$ cat src/rtl/axi_arb_pkg.sv
// Shared types and helpers for the AXI write-path round-robin arbiter.
package axi_arb_pkg;

  typedef enum logic [1:0] {
    IDLE = 2'd0,
    ADDR = 2'd1,
    DATA = 2'd2
  } wr_arb_state_t;

  function automatic int n_masters(input int m_width);
    return 32'sd1 << m_width;
  endfunction

endpackage

$ cat src/rtl/rr_pick.sv
// Combinational round-robin picker: first set request strictly after ptr, wrapping.
module rr_pick
  import axi_arb_pkg::*;
#(
  parameter int M_WIDTH = 2
) (
  input  logic [n_masters(M_WIDTH)-1:0] req,
  input  logic [M_WIDTH-1:0]            ptr,
  output logic                          any,
  output logic [M_WIDTH-1:0]            idx
);

  localparam int N = n_masters(M_WIDTH);

  logic [M_WIDTH-1:0] cand_s;
  logic               hit_s;

  // Walk ptr+1 .. ptr+N; the last candidate is ptr itself so a lone requester always wins
  always_comb begin
    any    = 1'b0;
    idx    = ptr;
    cand_s = ptr;
    hit_s  = 1'b0;
    for (int i = 1; i <= N; i++) begin
      cand_s = ptr + M_WIDTH'(i);
      hit_s  = req[cand_s] & ~any;
      any    = any | hit_s;
      idx    = hit_s ? cand_s : idx;
    end
  end

endmodule

$ cat src/rtl/axi_wr_rr_arbiter.sv
// Round-robin grant for the shared AXI AW/W path; grant held from AW through WLAST.
// Optional outstanding-write throttle enabled by defining AXI_WR_OUTST_LIMIT_EN.
module axi_wr_rr_arbiter
  import axi_arb_pkg::*;
#(
  parameter int M_WIDTH   = 2,
  parameter int MAX_OUTST = 4
) (
  input  logic                          clk,
  input  logic                          rstn,
  input  logic [n_masters(M_WIDTH)-1:0] m_awvalid,
  input  logic                          bus_awvalid,
  input  logic                          bus_awready,
  input  logic                          bus_wvalid,
  input  logic                          bus_wready,
  input  logic                          bus_wlast,
  input  logic                          bus_bvalid,
  input  logic                          bus_bready,
  output logic [M_WIDTH-1:0]            grant_sel,
  output logic                          grant_valid,
  output logic                          busy
);

  wr_arb_state_t      state_q, state_d;
  logic [M_WIDTH-1:0] rr_ptr_q, rr_ptr_d;
  logic [M_WIDTH-1:0] grant_sel_q, grant_sel_d;
  logic               wlast_seen_q, wlast_seen_d;
  logic               grant_valid_q, grant_valid_d;
  logic               busy_q, busy_d;
  logic               pick_any_s;
  logic [M_WIDTH-1:0] pick_idx_s;
  logic               may_grant_s;
  logic               aw_hs_s;
  logic               w_last_hs_s;

  assign aw_hs_s     = bus_awvalid & bus_awready;
  assign w_last_hs_s = bus_wvalid & bus_wready & bus_wlast;

  rr_pick #(.M_WIDTH(M_WIDTH)) u_pick (
    .req (m_awvalid),
    .ptr (rr_ptr_q),
    .any (pick_any_s),
    .idx (pick_idx_s)
  );

`ifdef AXI_WR_OUTST_LIMIT_EN
  logic [7:0] outst_cnt_q, outst_cnt_d;
  logic       b_hs_s;

  assign b_hs_s      = bus_bvalid & bus_bready;
  assign may_grant_s = (outst_cnt_q != 8'(MAX_OUTST));

  // Outstanding count: simultaneous AW and B cancel, decrement floors at zero
  always_comb begin
    if (aw_hs_s && !b_hs_s) begin
      outst_cnt_d = outst_cnt_q + 8'd1;
    end else if (!aw_hs_s && b_hs_s && (outst_cnt_q != 8'd0)) begin
      outst_cnt_d = outst_cnt_q - 8'd1;
    end else begin
      outst_cnt_d = outst_cnt_q;
    end
  end

  // Outstanding count register
  always_ff @(posedge clk or negedge rstn) begin
    if (!rstn) begin
      outst_cnt_q <= 8'd0;
    end else begin
      outst_cnt_q <= outst_cnt_d;
    end
  end
`else
  logic unused_b_s;

  assign may_grant_s = 1'b1;
  assign unused_b_s  = bus_bvalid ^ bus_bready ^ (MAX_OUTST == 32'sd0);
`endif

  // State and datapath registers
  always_ff @(posedge clk or negedge rstn) begin
    if (!rstn) begin
      state_q       <= IDLE;
      rr_ptr_q      <= {M_WIDTH{1'b1}};
      grant_sel_q   <= {M_WIDTH{1'b0}};
      wlast_seen_q  <= 1'b0;
      grant_valid_q <= 1'b0;
      busy_q        <= 1'b0;
    end else begin
      state_q       <= state_d;
      rr_ptr_q      <= rr_ptr_d;
      grant_sel_q   <= grant_sel_d;
      wlast_seen_q  <= wlast_seen_d;
      grant_valid_q <= grant_valid_d;
      busy_q        <= busy_d;
    end
  end

  // Next state; WLAST may handshake before, with, or after the AW handshake
  always_comb begin
    state_d      = state_q;
    rr_ptr_d     = rr_ptr_q;
    grant_sel_d  = grant_sel_q;
    wlast_seen_d = wlast_seen_q;
    case (state_q)
      IDLE: begin
        if (pick_any_s && may_grant_s) begin
          state_d     = ADDR;
          grant_sel_d = pick_idx_s;
        end else begin
          state_d = IDLE;
        end
      end
      ADDR: begin
        if (aw_hs_s && (wlast_seen_q || w_last_hs_s)) begin
          state_d      = IDLE;
          rr_ptr_d     = grant_sel_q;
          wlast_seen_d = 1'b0;
        end else if (aw_hs_s) begin
          state_d = DATA;
        end else if (w_last_hs_s) begin
          wlast_seen_d = 1'b1;
        end else begin
          state_d = ADDR;
        end
      end
      DATA: begin
        if (w_last_hs_s) begin
          state_d      = IDLE;
          rr_ptr_d     = grant_sel_q;
          wlast_seen_d = 1'b0;
        end else begin
          state_d = DATA;
        end
      end
      default: begin
        state_d      = IDLE;
        wlast_seen_d = 1'b0;
      end
    endcase
  end

  // Outputs are registered from the next state so they line up with state_q
  always_comb begin
    grant_valid_d = (state_d == ADDR) || (state_d == DATA);
    busy_d        = (state_d != IDLE);
  end

  assign grant_sel   = grant_sel_q;
  assign grant_valid = grant_valid_q;
  assign busy        = busy_q;

endmodule

$ cat config.mk
export PLATFORM = sky130hd
export DESIGN_NAME = axi_wr_rr_arbiter
export DESIGN_NICKNAME = d
export VERILOG_FILES = /design/src/rtl/axi_arb_pkg.sv /design/src/rtl/rr_pick.sv /design/src/rtl/axi_wr_rr_arbiter.sv
export SDC_FILE = /design/constraint.sdc
export NUM_CORES = 1
export LEC_CHECK = 0
export CORE_AREA = 5 5 42 44
export CTS_CLUSTER_DIAMETER = 30
export DETAILED_ROUTE_END_ITERATION = 7
export DIE_AREA = 0 0 47 49
export GPL_ROUTABILITY_DRIVEN = 1
export PLACE_DENSITY = 0.67
export SETUP_SLACK_MARGIN = 0.02
export SYNTH_ARGS = -nofsm -noshare
export SYNTH_HDL_FRONTEND = slang
export SYNTH_SLANG_ARGS = --single-unit
$ cat constraint.sdc
create_clock -name clk -period 1.5 [get_ports clk]
set_input_delay 0.15 -clock clk [delete_from_list [all_inputs] [get_ports clk]]
set_output_delay 0.15 -clock clk [all_outputs]
set_load 0.005 [all_outputs]
# After elaboration in Yosys (flattened, before gate mapping)

Index checks and enable logic that the tools add are counted.
Widths: inputs -> output; s select.

Bits of input ports: 13
Output and inout port bits: 4
Register bits after elaboration: 9

Order comparisons: 4
Add/sub/neg operators: 3
Equality and inequality tests: 8
Bitwise operators: 13
Multiplexer cells: 26
Reduce and logical (&&, ||, !) cells: 9

Operator list:

| kind                | number |
|---|---|
| $mux 2              | 10 |
| $lt 2x3->1 const B  | 4 |
| $mux 1              | 9 |
| $bmux 1 s2          | 4 |
| $and 1x1->1         | 6 |
| $ne 3x3->1 const B  | 2 |
| $pmux 2 s3          | 1 |
| $add 2x2->2 const B | 2 |
| $eq 2x1->1 const B  | 2 |
| $eq 2x2->1 const B  | 2 |
| $ne 2x2->1 const B  | 2 |
| $not 1->1           | 4 |
| $pmux 2 s2          | 1 |
| $reduce_and 4->1    | 1 |
| $reduce_bool 2->1   | 2 |
| $or 1x1->1          | 3 |
| $pmux 1 s3          | 1 |
| $reduce_and 3->1    | 1 |
| $add 2x1->2 const B | 1 |
| $logic_not 2->1     | 1 |
| $logic_or 1x1->1    | 2 |
| $reduce_and 2->1    | 1 |
| $logic_and 1x1->1   | 1 |

# Logic depth before layout (Yosys ltp)

Gate-level depths: netlist of run 1.

Depth in word-level cells: 16
Mapped depth: 6
Depth with buffers taken out: 6

# By module

Synthesis of run 1 repeated with hierarchy kept, for this count alone.

Cells, all modules: 48
Area total of the unflattened synthesis: 485.5 µm²

By module, submodules not included:

| module            | instances | area each (µm²) | cells an instance | sequential area each (µm²) |
|---|---|---|---|---|
| axi_wr_rr_arbiter | 1         | 402.9           | 34                | 227.7 |
| rr_pick           | 1         | 82.6            | 14                | 0.0 |

# Worst setup path before layout of run 1

Ideal clock, no wire load.

Kind: register to register
From: reg state_q[1]
To: reg rr_ptr_q[0]
Cell stages (with the launch flop): 5
Buffers on the path: 0
Period minus slack after synthesis: 1.351 ns
Arrival: 1.269 ns
Library setup time: 0.082 ns
Data required time: 1.418 ns
Setup slack: 0.149 ns
Cell sequence: dfrtp_1 and2b_4 nand3_2 a22oi_4 mux2_4

Longest elaborated chain between the ends: 3
Elaborated cells between the ends (all ways): 7
Those cells by class: eq/ne: 4; mux: 1; reduce/logical: 2

RTL lines:

| item                                                             | line                     | text |
|---|---|---|
| from (decl)                                                      | axi_wr_rr_arbiter.sv:24  | `wr_arb_state_t state_q, state_d;` |
| from (signal assigned)                                           | axi_wr_rr_arbiter.sv:89  | `state_q <= state_d;` |
| $eq 2x1->1 / $eq 2x2->1 (equally long branches)                  | axi_wr_rr_arbiter.sv:104 | `case (state_q)` |
| $ne 2x2->1 (no line) / $reduce_bool 2->1 (equally long branches) | -                        |  |
| $reduce_and 3->1 (no line)                                       | -                        |  |
| to (signal assigned)                                             | axi_wr_rr_arbiter.sv:83  | `rr_ptr_q <= {M_WIDTH{1'b1}};` |
| to (signal assigned)                                             | axi_wr_rr_arbiter.sv:90  | `rr_ptr_q <= rr_ptr_d;` |
| to (decl)                                                        | axi_wr_rr_arbiter.sv:25  | `logic [M_WIDTH-1:0] rr_ptr_q, rr_ptr_d;` |

Parallel ways exist; a longest one is shown, timed or not.
A chain may end at the register's enable or synchronous reset.

# Worst setup path after layout of run 1

From: reg state_q[1]
To: reg grant_valid_q, in the netlist grant_valid

Longest elaborated chain between the ends: 6
Elaborated cells between the ends (all ways): 10
Those cells by class: eq/ne: 4; mux: 4; reduce/logical: 2

RTL lines:

| item                                            | line                     | text |
|---|---|---|
| $mux 2                                          | axi_wr_rr_arbiter.sv:120 | `end else if (w_last_hs_s) begin` |
| $mux 2                                          | axi_wr_rr_arbiter.sv:118 | `end else if (aw_hs_s) begin` |
| $mux 2                                          | axi_wr_rr_arbiter.sv:114 | `if (aw_hs_s && (wlast_seen_q \|\| w_last_hs_s)) begin` |
| $pmux 2 s3 (*)                                  | axi_wr_rr_arbiter.sv:104 |  |
| $eq 2x1->1 / $eq 2x2->1 (equally long branches) | axi_wr_rr_arbiter.sv:144 | `grant_valid_d = (state_d == ADDR) \|\| (state_d == DATA);` |
| $logic_or 1x1->1 (*)                            | axi_wr_rr_arbiter.sv:144 |  |
| named net grant_valid_d                         | axi_wr_rr_arbiter.sv:28  | `logic grant_valid_q, grant_valid_d;` |
| to (signal assigned)                            | axi_wr_rr_arbiter.sv:93  | `grant_valid_q <= grant_valid_d;` |
| to (decl)                                       | axi_wr_rr_arbiter.sv:28  |  |

The timed path passes the listed nets; every way through them passes the cells marked *.

==> results of run 1 <==
power breakdown:
part	internal (mW)	switching, mW
combinational	0.327	0.197
clock	0.102	0.0762
sequential	0.379	0.107
total	0.809	0.381
layout by cell type, fill, tap and decap left out, types with 2 or more instances in the layout:
| cell | netlist | final |
|---|---|---|
| a21oi_1 | 3 | 3 |
| a31oi_1 | 2 | 2 |
| buf_4 | 0 | 7 |
| clkbuf_4 | 0 | 3 |
| clkdlybuf4s50_1 | 0 | 14 |
| dfrtp_1 | 7 | 7 |
| dfstp_2 | 2 | 2 |
| inv_1 | 3 | 3 |
| mux2_4 | 2 | 2 |
| mux2i_1 | 3 | 3 |
| nand2_1 | 4 | 4 |
| nor2_1 | 3 | 3 |
| o21ai_0 | 3 | 3 |
flip-flops by register name, indices dropped and copies added (netlist names):
signal and flops:
grant_valid 1, grant_sel 2, busy 1, rr_ptr_q 2, wlast_seen_q 1, state_q 2
cell type report:
| class | count | area, um^2 | share of cell area |
|---|---|---|---|
| Tap cell | 16 | 20.02 | 0.02773 |
| Sequential cell | 9 | 227.7 | 0.3154 |
| Inverter | 3 | 11.26 | 0.01560 |
| Timing Repair Buffer | 21 | 192.7 | 0.2669 |
| Multi-Input combinational cell | 33 | 244.0 | 0.3380 |
| Clock buffer | 4 | 26.28 | 0.03640 |
final timing paths:
kind	end	from
setup / recovery	grant_valid	state_q[1]
hold / removal	grant_sel[1]	rstn
setup reg to reg	grant_valid	state_q[1]
hold reg to reg	rr_ptr_q[1]	grant_sel[1]
max in group asynchronous	rr_ptr_q[0]	rstn
min in group clk	rr_ptr_q[1]	grant_sel[1]
critical path: stages (launching register included):
cell     delay, ps
dfrtp_1        390
and2b_4        270
nand3_2        110
o21ai_1        180
nand2_1         70
ha_1           260
kinds of logic (layout without fill, tap and decap cells):
kind of cell	Yosys count	after routing	share of synthesized area
adders and majority gates	1	1	0.02564
muxes	5	5	0.1231
DFF	9	9	0.4667
AOI/OAI and AO/OA	12	12	0.1795
and+or+nand+nor	15	15	0.1718
buffers and inverters	4	28	0.03332
layer usage:
| layer | GRT usage | part of all wire |
|---|---|---|
| met5 | 0 | 0 |
| met4 | 0.01382 | 0 |
| met3 | 0.06642 | 0.082 |
| met2 | 0.1697 | 0.55 |
| met1 | 0.1134 | 0.37 |
metrics by stage:
stage | instances | setup TNS [ps] | hold WS, ps | area [um^2] | setup slack [ps]
floorplan | 46 | 0 | -145.6 | 488.0 | 148.9
global placement | 82 | -72.22 | 458.4 | 695.7 | -66.99
detailed placement | 82 | -60.32 | 469.3 | 695.7 | -56.75
CTS | 86 | 0 | 193.8 | 721.9 | 91.39
global route | 86 | 0 | 210.8 | 721.9 | 23.52
finish | 86 | 0 | 184.0 | 721.9 | 96.03
==> metrics.md, run 1 <==
| Metric | Value |
|---|---|
| Syn Inst Count | `46` |
| Avg WL per Cell | `11.51 um` |
| Total setup buffers inserted after CTS | `0` |
| R2R depth | `5` |
| Area of the mapped netlist | `488.0 um^2` |
| DRT antenna net count | `0` |
| Die W | `47 um` |
| Kind of critical path | `reg -> reg` |
| YS warnings | `0` |
| Top-area cell type share of the netlist area | `0.3590` |
| Critical Path Start Type | `flop` |
| Power density over cell area | `1647 nW/um^2` |
| Tot GR Track Use | `0.1038` |
| Tcrit/Tclk final | `0.9360` |
| Normalized max-slew margin | `0.7403` |
| Row count | `14` |
| Commonest cells in the synthesized netlist | `dfrtp_1 (7), nand2_1 (4)` |
| Fin crit period | `1404 ps` |
| Synth area leader | `dfrtp_1` |
| DR vias | `437` |
| Register area share after synthesis | `0.4667` |
| Final hold vios | `0` |
| GPL Wtd Cong | `0.7256` |
| DP Wirelength | `856 um` |
| Final wirelength | `990 um` |
| CP arrival | `1540 ps` |
| Final Setup Violations | `0` |
| Status | `finished clean` |
| Vias in the first global route | `421` |
| Fin util | `0.5152` |
| Post-CTS Resized | `0` |
| Initial DRC count | `4` |
| Die area | `2303 um^2` |
| Layout area overhead | `47.95%` |
| Asr flop ratio synth | `1.000` |
| Initial antenna violation count | `0` |
| Top area cells in the synthesized netlist | `dfrtp_1 (36%), dfstp_2 (11%), mux2i_1 (6.2%)` |
| Die height | `49 um` |
| Crit path max fanout | `4` |
| # fillers | `145` |
| Pin count of the biggest net entering global routing | `10` |
| Clk Latency, worst-skew pair | `250 ps` |
| Io pins | `17` |
| VDD IR max | `1.094 mV` |
| Worst Hold Class | `in -> async` |
| Layout cells sized above 1 | `0.2571` |
| Root buffer selected by CTS | `clkbuf_4` |
| Total grt overflow | `0` |
| ANT cells | `0` |
| CTS sink count | `9` |
| Synthesized area per cell | `10.61 um^2` |
| Synth Register Bits | `9` |
| H-Tree Depth | `1` |
| EDFF count, synth | `0` |
| CTS clock-pin slew for the worst setup and hold paths | `60 ps` |
| Max Buffers Root-to-Sink | `2` |
| Worst Setup End Kind | `flop` |
| Tot Pwr | `1.189 mW` |
| Synth cell types | `24` |
| Data required, critical path | `1640 ps` |
| Fmax | `712.3 MHz` |
| RSZ-0062 raised after global routing | `no` |
| Pre-antenna DRT Iters | `4` |
| Max Slew Vio Count | `0` |
| R2R setup slack | `100 ps` |
| P_leak | `0.3020 nW` |
| CTS Hold Bufs | `0` |
| CTS tree | `yes` |
| DRC | `0` |
| Core Box Area | `1401 um^2` |
| Via-per-instance ratio | `5.081` |
| Clock skew | `2.710 ps` |
| Top FF cell, synth | `dfrtp_1` |
| Least-Margin Pin Slew | `388.3 ps` |
| # Max-Cap Violations | `0` |
| Syn Nets | `60` |
| Cell with the most instances after synthesis | `dfrtp_1` |
| CTS Buf Count | `3` |
| Global-route wire length before repair | `1718 um` |
| Number of port buffers | `14` |
| Nets | `85` |
| Initial Util | `0.3482` |
No activity file was read; power rests on OpenSTA's default activity.
==> run 2: changes to the inputs <==
--- a/config.mk
+++ b/config.mk
@@ -14,4 +14,5 @@
 export SETUP_SLACK_MARGIN = 0.02
 export SYNTH_ARGS = -nofsm -noshare
 export SYNTH_HDL_FRONTEND = slang
+export SYNTH_HIERARCHICAL = 1
 export SYNTH_SLANG_ARGS = --single-unit
==> run 2 against run 1 <==
  * Clock skew rose by 3.8 ps
  * Synthesized area is 0.51% lower
  * Count of clock-buffer cells in the layout is the same
  * Worst setup slack lost 48 ps
  * Largest cell class unchanged
  * Sequential share of layout area decreased by 2.3 points
  * Largest power group unchanged
  * Highest routed layer is now met4
==> metrics.md, run 2 <==
| Metric | Value |
|---|---|
| Register area share after synthesis | `0.4691` |
| DRT antenna net count | `0` |
| Syn Nets | `62` |
| DP Wirelength | `829.5 um` |
| CTS Buf Count | `3` |
| Asr flop ratio synth | `1.000` |
| H-Tree Depth | `1` |
| ANT cells | `0` |
| Crit path max fanout | `3` |
| # fillers | `132` |
| Nets | `91` |
| GPL Wtd Cong | `0.8067` |
| Finished Layout Cells | `92` |
| Top FF cell, synth | `dfrtp_1` |
| Tcrit/Tclk final | `0.9678` |
| Initial antenna violation count | `0` |
| CTS Hold Bufs | `0` |
| Synth area leader | `dfrtp_1` |
| VDD IR max | `1.015 mV` |
| Final hold vios | `0` |
| Leading cell type in the layout, fill and taps excluded | `clkdlybuf4s50_1` |
| Total grt overflow | `0` |
| Status | `finished clean` |
| Syn Inst Count | `48` |
| Clk Latency, worst-skew pair | `260 ps` |
| Max Buffers Root-to-Sink | `2` |
| YS warnings | `6` |
| Row count | `14` |
| Layout cells sized above 1 | `0.3553` |
| Least-Margin Pin Slew | `405.1 ps` |
| Max Slew Vio Count | `0` |
| Worst Hold Class | `in -> async` |
| Final worst slack | `48.27 ps` |
| CTS sink count | `9` |
| Root buffer selected by CTS | `clkbuf_4` |
| Die area | `2303 um^2` |
| Initial DRC count | `4` |
| Area of the multi-input gates | `266.5 um^2` |
| CTS clock-pin slew for the worst setup and hold paths | `70 ps` |
| Cell with the most instances after synthesis | `dfrtp_1` |
| Die W | `47 um` |
| Core Box Area | `1401 um^2` |
| Power density over cell area | `1887 nW/um^2` |
| Commonest cells in the synthesized netlist | `dfrtp_1 (7), inv_1 (6), a21oi_1 (4), nor2_1 (4), nand2b_1 (3)` |
| Global-route wire length before repair | `1787 um` |
| # Max-Cap Violations | `0` |
| Data required, critical path | `1650 ps` |
| Synth cell types | `24` |
| Kind of critical path | `reg -> reg` |
| Pre-CTS WS | `-288.9 ps` |
| DR vias | `463` |
| Io pins | `17` |
| Final wirelength | `1171 um` |
| Slowest CP cell | `dfstp_2` |
| Avg WL per Cell | `12.73 um` |
| Most frequent cells in the layout | `clkdlybuf4s50_1 (14), buf_4 (9), inv_1 (6), dfrtp_1 (6), a21oi_1 (4)` |
| Clock skew | `6.547 ps` |
| Pre-antenna DRT Iters | `2` |
| Initial Util | `0.3464` |
| Vias in the first global route | `426` |
| Fin util | `0.5589` |
| P_leak | `0.3664 nW` |
| Number of port buffers | `14` |
| Synth Register Bits | `9` |
| Pin count of the biggest net entering global routing | `10` |
| Register area | `229.0 um^2` |
| DRC | `0` |
| Layout area overhead | `61.34%` |
| Worst Setup End Kind | `flop` |
| Synthesized area per cell | `10.11 um^2` |
| Crit-path cells | `mux2i_1 > nor2_1 > a221o_1 > mux2_2` |
| Tot GR Track Use | `0.1081` |
| Top-area cell type share of the netlist area | `0.3608` |
| Normalized max-slew margin | `0.7291` |
| Top area cells in the synthesized netlist | `dfrtp_1 (36%), dfstp_2 (11%), mux2_4 (6.2%)` |
| Area of the mapped netlist | `485.5 um^2` |
| Critical Path Max Stage Delay | `560 ps` |
| Critical Path Start Type | `flop` |
| Fin crit period | `1452 ps` |
| EDFF count, synth | `0` |
| CTS tree | `yes` |
| Final Setup Violations | `0` |
| Fmax | `688.8 MHz` |
| Dpl cells | `85` |
| RSZ-0062 raised after global routing | `yes` |
| CP arrival | `1600 ps` |
| Die height | `49 um` |
| Via-per-instance ratio | `5.033` |
-- run 2: changes by cell type after synthesis, moves of 2 or more --
cell / before / now
mux2_2: 0 / 2
o21ai_0: 3 / 0
inv_1: 3 / 6
nand2b_1: 0 / 3
nand2_1: 4 / 2
mux2i_1: 3 / 1
-- run 2: what timing repair did --
action / 4_1_cts / 5_1_grt
buffers inserted: 2 / 1
endpoints found under the setup margin: 3 / 6
resized for setup: 3 / 6
pin swaps: 0 / 2
-- run 2: area by class of cell --
class / count / share of cell area
multi-input cells: 33 / 0.3403
flip-flops and latches: 9 / 0.2923
inverters: 6 / 0.02875
well taps: 16 / 0.02556
repair buffers: 24 / 0.2796
clock buffers: 4 / 0.03355
-- run 2: routing by layer --
layer	wire (um)	vias up	track usage
met5	0	-	0
li1	-	226	-
met3	86	4	0.03321
met2	608	10	0.1629
met1	447	223	0.1270
met4	28	0	0.06912
-- run 2: path summary, 6_finish.rpt --
path / from / endpoint / slack (ps) / cells after the start
hold / removal: rstn / wlast_seen_q / 180 / 1
min in group clk: grant_sel[1] / rr_ptr_q[1] / 530 / 1
setup reg to reg: rr_ptr_q[1] / grant_sel[0] / 50 / 4
setup / recovery: rr_ptr_q[1] / grant_sel[0] / 50 / 4
hold reg to reg: grant_sel[1] / rr_ptr_q[1] / 530 / 1
max in group asynchronous: rstn / rr_ptr_q[1] / 990 / 1
-- run 2: worst max-delay path, delay by kind of cell (launching register included) --
family	cells	cell delay, ps
AO/OA/AOI/OAI	1	260
flip-flops	1	560
multiplexers	2	470
AND/OR/NAND/NOR	1	60
-- run 2: kinds of logic after synthesis --
family / share of synthesized area
and+or+nand+nor: 0.1933
AOI/OAI and AO/OA: 0.1366
adders and majority gates: 0.02577
DFF: 0.4691
muxes: 0.1289
buffers and inverters: 0.04639
-- run 2: power breakdown --
part	internal, mW	switching [mW]	leakage [nW]
Sequential	0.388	0.0946	0.103
Clock	0.103	0.0871	0.0150
Combinational	0.516	0.291	0.248
Total	1.01	0.473	0.366
-- run 2: per-stage QoR --
step	cell area, um^2	hold WS (ps)	setup TNS (ps)	power [mW]
floorplan	485.5	-145.6	0	0.8608
global placement	698.2	465.9	-1313	1.126
detailed placement	698.2	477.8	-1316	1.130
CTS	752.0	194.1	0	1.411
global route	783.3	221.0	-13.87	1.594
finish	783.3	181.6	0	1.478
==> patch (config.mk and constraints of run 2) <==
Encoding of `wr_arb_state_t`: now one-hot (3 bits for 3 states).
--- a/src/rtl/axi_arb_pkg.sv
+++ b/src/rtl/axi_arb_pkg.sv
@@ -1,10 +1,10 @@
 // Shared types and helpers for the AXI write-path round-robin arbiter.
 package axi_arb_pkg;
 
-  typedef enum logic [1:0] {
-    IDLE = 2'd0,
-    ADDR = 2'd1,
-    DATA = 2'd2
+  typedef enum logic [2:0] {
+    IDLE = 3'b001,
+    ADDR = 3'b010,
+    DATA = 3'b100
   } wr_arb_state_t;
 
   function automatic int n_masters(input int m_width);
Function: no difference found for any inputs over 10 cycles, from zero or initial values and one cycle with rstn low; not proved beyond that.
==> patch against run 2 <==
- the run now ends with setup timing left
- sequential share of layout area grew 1.9 points
- power is 11% lower
- sequential cell count grew 1
- via count rose by 11%
- die area unchanged
- area after synthesis increased by 13%
- cell area rose by 4.2%
- global-route usage grew 2.2 points
- routed wire length grew 9.3%
- worst setup slack worse by 0.053 ns
- critical endpoint is now rr_ptr_q[0]$_DFFE_PN1P_
- largest power group unchanged
==> patch: results <==
group,metric,value,unit
place,dp.cells,92,
setup_path,reg2reg_from,"state_q[2]$_DFF_PN0_",
finish,fillCellCount,120,
status,outcome,"complete, but fails checks",
pwr,vdd_drop_max,1150,uV
setup_path,critical_path.top_delay_family,"simple AND/OR/NAND/NOR gates",
clock_tree,clockBufferDepth,2,
detailed_routing,avgViaCountPerCell,5.36,
finish,final_layout_size_suffix_gt1_share,31.3,%
global_routing,grt_use_total,13.0,%
finish,instances_no_fill,96,
global_routing,grt_pass1_wl,2.15,mm
synthesis,ys_types,27,
setup_path,worstPathArrival,1.69,ns
status,violations,"setup timing",
detailed_routing,dr.pass1.iters,3,
sta,setup_viol_count_final,1,
global_routing,grt_pass1_vias,496,
synthesis,syn_nets,66,
pwr,power.leakage,0.357,nW
setup_path,critical-path-slowest-cell,"dfrtp_1",
setup_path,critPathMaxStageDelay,0.37,ns
sta,setup_ws,-0.00437,ns
place,hpwl,964,um
sta,finalSetupTns,-0.00437,ns
place,place_area,774,um2
setup_path,ff2ff_path_depth,4,
synthesis,synthTopCellsByCount,"dfrtp_1, a21oi_1, inv_1, nor2_1, dfstp_2",
finish,regMostFlops,"state_q",
synthesis,ys_seq_area_share,46.1,%
global_routing,grt_max_degree,11,
synthesis,syn_inst,53,
finish,nNetsFinal,94,
## patch: timing repair
action,CTS,global route
gates cloned,0,0
pin swaps,0,1
setup buffers,0,0
setup endpoints to repair,4,7
resized for setup,1,4
## patch: report_power, final
| part | switching (W) | internal, W |
|---|---|---|
| clock | 0.0000914 | 0.000103 |
| sequential | 0.0000923 | 0.000413 |
| combinational | 0.000235 | 0.000389 |
| total | 0.000418 | 0.000904 |
## patch: final cells by class
class | count | area (um2) | area share [%]
clock buffers | 4 | 26.3 | 3.22
repair buffers | 24 | 215 | 26.4
inverters | 5 | 18.8 | 2.30
well taps | 16 | 20.0 | 2.45
flip-flops and latches | 10 | 254 | 31.1
multi-input cells | 37 | 282 | 34.5
## patch: per-stage QoR
| stage | worst slack [ns] | utilization (%) | total power [W] |
|---|---|---|---|
| 3_3_place_gp | -0.244 | 55.3 | 0.00109 |
| 4_1_cts | 0.00343 | 57.5 | 0.00131 |
| 2_1_floorplan | -0.0606 | - | 0.000804 |
| 3_5_place_dp | -0.259 | 55.3 | 0.00110 |
| 6_report | -0.00437 | 58.2 | 0.00132 |
| 5_1_grt | -0.0550 | 58.2 | 0.00142 |
## patch: worst max-delay path by stage
stage | startpoint | to | slack, ns
after CTS | state_q[2]$_DFF_PN0_ | rr_ptr_q[0]$_DFFE_PN1P_ | 0.003
after global placement | bus_awvalid | rr_ptr_q[0]$_DFFE_PN1P_ | -0.24
after global routing | state_q[2]$_DFF_PN0_ | rr_ptr_q[0]$_DFFE_PN1P_ | -0.06
after detailed placement | bus_awvalid | rr_ptr_q[1]$_DFFE_PN1P_ | -0.26
after floorplan | state_q[2]$_DFF_PN0_ | rr_ptr_q[0]$_DFFE_PN1P_ | -0.06
final | state_q[2]$_DFF_PN0_ | rr_ptr_q[0]$_DFFE_PN1P_ | -0.004
## patch: cell families (layout without fill, tap and decap cells)
kind of cell,Yosys count,in the layout,share of synthesized area (%)
compound gates,15,15,17.5
buf+inv,6,33,5.45
flops,10,10,46.1
mux,5,5,11.4
simple gates,17,17,19.5
## patch: per-layer routing
layer  track usage (%)  routed length [um]  vias to the layer above
met3              3.32                  85                        4
li1                  -                   -                      248
met1              17.3                 558                      253
met5                 0                   0                        -
met4              6.91                  26                        0
met2              18.6                 609                       10
